--- config.mk ---
export PLATFORM = sky130hd
export DESIGN_NAME = ctrl_complemento_serie
export DESIGN_NICKNAME = d
export VERILOG_FILES = /design/src/rtl/ctrl_complemento_serie_pkg.sv /design/src/rtl/celda_comp_serie.sv /design/src/rtl/ctrl_complemento_serie.sv
export SDC_FILE = /design/constraint.sdc
export NUM_CORES = 1
export LEC_CHECK = 0
export ABC_AREA = 1
export CAP_MARGIN = 10
export CORE_MARGIN = 4
export CORE_UTILIZATION = 55
export DETAILED_ROUTE_END_ITERATION = 12
export DONT_BUFFER_PORTS = 1
export PLACE_DENSITY = 0.81
export SETUP_SLACK_MARGIN = 0.02
export SLEW_MARGIN = 15
export SYNTH_ARGS = -nofsm -noshare
export SYNTH_HDL_FRONTEND = slang
export SYNTH_HIERARCHICAL = 1
export SYNTH_SLANG_ARGS = --single-unit
--- constraint.sdc ---
create_clock -name clk -period 1.45 [get_ports clk]
set_clock_uncertainty 0.1 [all_clocks]
set_input_delay 0.29 -clock clk [delete_from_list [all_inputs] [get_ports clk]]
set_output_delay 0.29 -clock clk [all_outputs]
set_load 0.02 [all_outputs]
--- src/rtl/ctrl_complemento_serie_pkg.sv ---
// Shared definitions for the serial one's/two's complement controller:
// FSM state encoding, default word width and operation-select encodings.
package ctrl_complemento_serie_pkg;

  typedef enum logic [1:0] {
    REPOSO   = 2'd0,
    DESPLAZA = 2'd1,
    FIN      = 2'd2
  } estado_t;

  localparam int N_DEF = 8;

  localparam logic MODO_UNO = 1'b0;
  localparam logic MODO_DOS = 1'b1;

endpackage

--- src/rtl/celda_comp_serie.sv ---
// Per-bit complement rule: two's complement copies bits up to and including
// the first 1, then inverts; one's complement inverts every bit.
module celda_comp_serie
  import ctrl_complemento_serie_pkg::*;
(
  input  logic i_bit,
  input  logic i_modo,
  input  logic i_visto,
  output logic o_res,
  output logic o_visto
);

  assign o_res   = ((i_modo == MODO_DOS) && !i_visto) ? i_bit : ~i_bit;
  assign o_visto = i_visto | i_bit;

endmodule

--- src/rtl/ctrl_complemento_serie.sv ---
// Serial complement controller: captures an operand on inicio, processes one
// bit per clock LSB first, and presents the registered result after N clocks.
module ctrl_complemento_serie
  import ctrl_complemento_serie_pkg::*;
#(
  parameter int N = N_DEF
) (
  input  logic         clk,
  input  logic         rst,
  input  logic         inicio,
  input  logic         modo,
  input  logic [N-1:0] dato_in,
  output logic         ocupado,
  output logic         listo,
  output logic [N-1:0] dato_out,
  output logic         desborde
);

  localparam int CW = $clog2(N);
  localparam logic [CW-1:0] ULTIMO  = CW'(N - 1);
  localparam logic [N-1:0]  MIN_NEG = {1'b1, {(N-1){1'b0}}};

  estado_t       r_estado;
  logic [CW-1:0] r_cnt;
  logic [N-1:0]  r_sr;
  logic          r_modo;
  logic          r_visto;
  logic          r_desb_pend;
  logic [N-1:0]  r_dato_out;
  logic          r_desborde;

  logic          w_res;
  logic          w_visto;
  logic [N-1:0]  w_sr_next;

  celda_comp_serie u_celda (
    .i_bit   (r_sr[0]),
    .i_modo  (r_modo),
    .i_visto (r_visto),
    .o_res   (w_res),
    .o_visto (w_visto)
  );

  // Operand shifts out of bit 0 while the result shifts in at the MSB,
  // so after N steps the same register holds the finished word.
  assign w_sr_next = {w_res, r_sr[N-1:1]};

  always_ff @(posedge clk or posedge rst) begin
    if (rst) begin
      r_estado    <= REPOSO;
      r_cnt       <= '0;
      r_sr        <= '0;
      r_modo      <= MODO_UNO;
      r_visto     <= 1'b0;
      r_desb_pend <= 1'b0;
      r_dato_out  <= '0;
      r_desborde  <= 1'b0;
    end else begin
      case (r_estado)
        REPOSO, FIN: begin
          if (inicio) begin
            r_sr        <= dato_in;
            r_modo      <= modo;
            r_visto     <= 1'b0;
            r_desb_pend <= (modo == MODO_DOS) && (dato_in == MIN_NEG);
            r_cnt       <= '0;
            r_estado    <= DESPLAZA;
          end else begin
            r_estado    <= REPOSO;
          end
        end
        DESPLAZA: begin
          r_sr    <= w_sr_next;
          r_visto <= w_visto;
          r_cnt   <= r_cnt + 1'b1;
          if (r_cnt == ULTIMO) begin
            r_estado   <= FIN;
            r_dato_out <= w_sr_next;
            r_desborde <= r_desb_pend;
          end
        end
        default: r_estado <= REPOSO;
      endcase
    end
  end

  assign ocupado  = (r_estado == DESPLAZA);
  assign listo    = (r_estado == FIN);
  assign dato_out = r_dato_out;
  assign desborde = r_desborde;

endmodule

==> impl_metrics.csv, run 1 <==
group,metric,value,unit
outcome,status,"finished, final reports clean",
detailed_routing,antenna_left,0,
critical_path,ff2ff_setup_slack,0.11,ns
detailed_routing,finalWirelength,2.32,mm
timing,max_freq,701,MHz
layout,multi_input_area,455,sq um
worst_hold_path,min_path_cells,2,
synthesis,syn_nets,163,
worst_hold_path,hold_end,"r_modo",
layout,seq_area,626,sq um
cts,clock_latency,0.32,ns
cts,cts.sinks,25,
critical_path,crit_path_end_kind,"primary output",
timing,period_needed,1.43,ns
power_and_ir_drop,power.leakage,0.750,nW
power_and_ir_drop,clockPowerShare,10.6,%
detailed_routing,routed-via-count,940,
floorplan,core-area,2020,sq um
synthesis,avgSynthCellArea,8.10,sq um
detailed_routing,drcViolationCount,0,
detailed_routing,wire_per_inst,12.5,um
detailed_routing,drtIter0Drc,11,
critical_path,arrival,1.04,ns
power_and_ir_drop,power,2.96,mW
floorplan,die_y,54.9,um
layout,area_delta_synth_final,8.29,%
cts,cts_buffer_depth,2,
grt,grt_max_degree,26,
detailed_routing,via_per_inst,5.08,
critical_path,max_stage_delay,0.40,ns
timing,setup_violations,0,
synthesis,synth_top_cell_area_share,51.8,%
critical_path,cp_max_fo,2,
grt,gr-total-overflow,0,
place,post-place-ws,0.0690,ns
grt,grt_use_total,18.4,%
critical_path,critPathBufInv,3,
grt,grt_pass1_wl,3.93,mm
floorplan,num_rows,16,
timing,final_max_slew_viol_count,0,
grt,antenna_found_initial,0,
critical_path,critPathKind,"reg -> out",
synthesis,synth_cell_types,16,
synthesis,yosysSeqAreaShare,51.8,%
power_and_ir_drop,p_int,1.60,mW
worst_hold_path,min_path_type,"in -> reg",
synthesis,synth_top_cell_by_area,"dfrtp_1",
timing,finalHoldViolations,0,
timing,worst_slew_pin_slew,0.315,ns
critical_path,cpLargestDelayFamily,"flip-flops",
power_and_ir_drop,share_seq_of_total_power,45.2,%
layout,nNetsFinal,173,
cts,root_buffer,"clkbuf_4",
critical_path,required,1.06,ns
timing,rsz0062_at_grt,"yes",
critical_path,critical_path.slowest_cell,"dfrtp_1",
synthesis,yosys_register_bits,25,
layout,final_util,64.7,%
layout,nFillCells,177,
power_and_ir_drop,swShare,45.9,%
floorplan,dieArea,3010,sq um
synthesis,synth_cells,149,
timing,layout_setup_ws,0.0239,ns
layout,drive_gt1_share,16.5,%
power_and_ir_drop,power_switching,1.36,mW
critical_path,timing.rr.start,"r_cnt[0]",
layout,antenna_cells,0,
synthesis,yosysWarnings,6,
critical_path,r2r-end,"dato_out[6]",
floorplan,die_width,54.9,um
power_and_ir_drop,p_per_area,2270,nW/um^2
critical_path,critical_path.cell_chain,"inv_2 > nand2_2 > inv_4 > buf_6",
critical_path,reg2reg_depth,6,
cts,clkTransAtPathRegs,0.13,ns
place,hpwlAfterDp,1.62,mm
timing,whs,0.0560,ns
floorplan,start_util,59.7,%
detailed_routing,drtPass1Iterations,4,
synthesis,netlist_area,1210,sq um
place,io_buffers,0,
place,gp_congestion,0.808,
power_and_ir_drop,p_comb_share,44.3,%
cts,cts_made_buffers,3,
flow_run,maxCapViolCount,0,
cts,cts_htree_levels,1,
synthesis,synthTopCellsByArea,"dfrtp_1, nand2_1, inv_1, nand3_1, o21ai_1",
floorplan,ios,23,
worst_hold_path,hold_start,"modo",
critical_path,setup.worst_path.start_class,"flip-flop",
grt,grt_pass1_vias,929,
timing,maxSlewHeadroom,79.0,%
timing,post-route-period-util,98.4,%
power_and_ir_drop,ir_drop,1280,uV
cts,cts_tree,"built",
-- how the worst max path moves through the flow --
stage                     slack [ns]   startpoint     endpoint  depth (start not counted)
final                           0.02  r_estado[1]      ocupado                          4
after global routing           -0.04  r_estado[1]      ocupado                          4
after global placement          0.11     r_cnt[0]     desborde                          6
after detailed placement        0.07     r_cnt[0]     desborde                          6
after CTS                       0.01  r_estado[1]      ocupado                          4
after floorplan                 0.16     r_cnt[0]  dato_out[4]                          6
-- timing repair --
item,in CTS,in global routing
gates cloned,0,1
resized for setup,4,1
buffers inserted,1,2
endpoints found under the setup margin,2,6
pin swaps,1,1
hold buffers,1,0
endpoints found under the hold margin,25,0
-- sequential cells by signal, summed over array words and instances (netlist names) --
signal and count:
dato_out 8, desborde 1, r_cnt 3, r_desb_pend 1, r_estado 2, r_modo 1, r_sr 8, r_visto 1
-- metrics by stage --
| step | std cells | TNS, ns | instance area [sq um] |
|---|---|---|---|
| after CTS | 182 | 0 | 1280 |
| after detailed placement | 176 | 0 | 1230 |
| final | 185 | 0 | 1310 |
| after global routing | 185 | -0.0429 | 1310 |
| after floorplan | 149 | 0 | 1210 |
| after global placement | 176 | 0 | 1230 |
-- cell usage after synthesis --
cell type  number
nand2_1        59
dfrtp_1        25
inv_1          22
nand3_1        10
o21ai_1         8
nand2_2         5
nor2_1          5
buf_6           3
ha_1            2
inv_2           2
nand2_4         2
o21ai_0         2
a21oi_1         1
buf_4           1
inv_4           1
nand2_8         1
-- final cells by class --
cell class	instances	area share (%)
clock buffers	3	1.72
clock inverters	1	0.383
inverters	25	7.56
multi-input cells	96	34.8
flip-flops and latches	25	47.8
well taps	27	2.58
repair buffers	8	5.07
-- kinds of logic after synthesis --
| family | Yosys count | synth area share (%) |
|---|---|---|
| and+or+nand+nor | 82 | 30.2 |
| DFF | 25 | 51.8 |
| AOI/OAI and AO/OA | 11 | 4.56 |
| buffers and inverters | 29 | 11.4 |
| adders and majority gates | 2 | 2.07 |
-- placed cells by master, fill, tap and decap left out, drive strengths merged --
master       instances
nand3               10
buf                  7
clkinv               1
dlygate4sd3          1
ha                   2
nor2                 5
o21ai               10
dfrtp               25
inv                 25
nand2               68
a21oi                1
clkbuf               3
-- power groups by stage --
| stage | Sequential (mW) | Clock, mW | Combinational (mW) |
|---|---|---|---|
| 6_report | 1.34 | 0.313 | 1.31 |
| 3_5_place_dp | 1.35 | 0 | 1.23 |
| 5_1_grt | 1.38 | 0.356 | 1.53 |
| 2_1_floorplan | 1.30 | 0 | 1.05 |
| 4_1_cts | 1.34 | 0.320 | 1.28 |
| 3_3_place_gp | 1.34 | 0 | 1.18 |
-- routing by layer --
layer | wire length [um] | vias to the layer above | GRT usage [%]
met5 | 0 | - | 0
met4 | 13 | 0 | 6.22
met3 | 127 | 2 | 4.90
met2 | 1120 | 26 | 30.7
met1 | 1050 | 445 | 22.9
li1 | - | 467 | -
No activity file was read; power rests on OpenSTA's default activity.
==> run 2: changes to the inputs <==
- CAP_MARGIN: 10 -> unset
- SLEW_MARGIN: 15 -> 20
==> results of run 2 <==
Same layout as run 1: the final DEF is identical, and so are final timing and power.
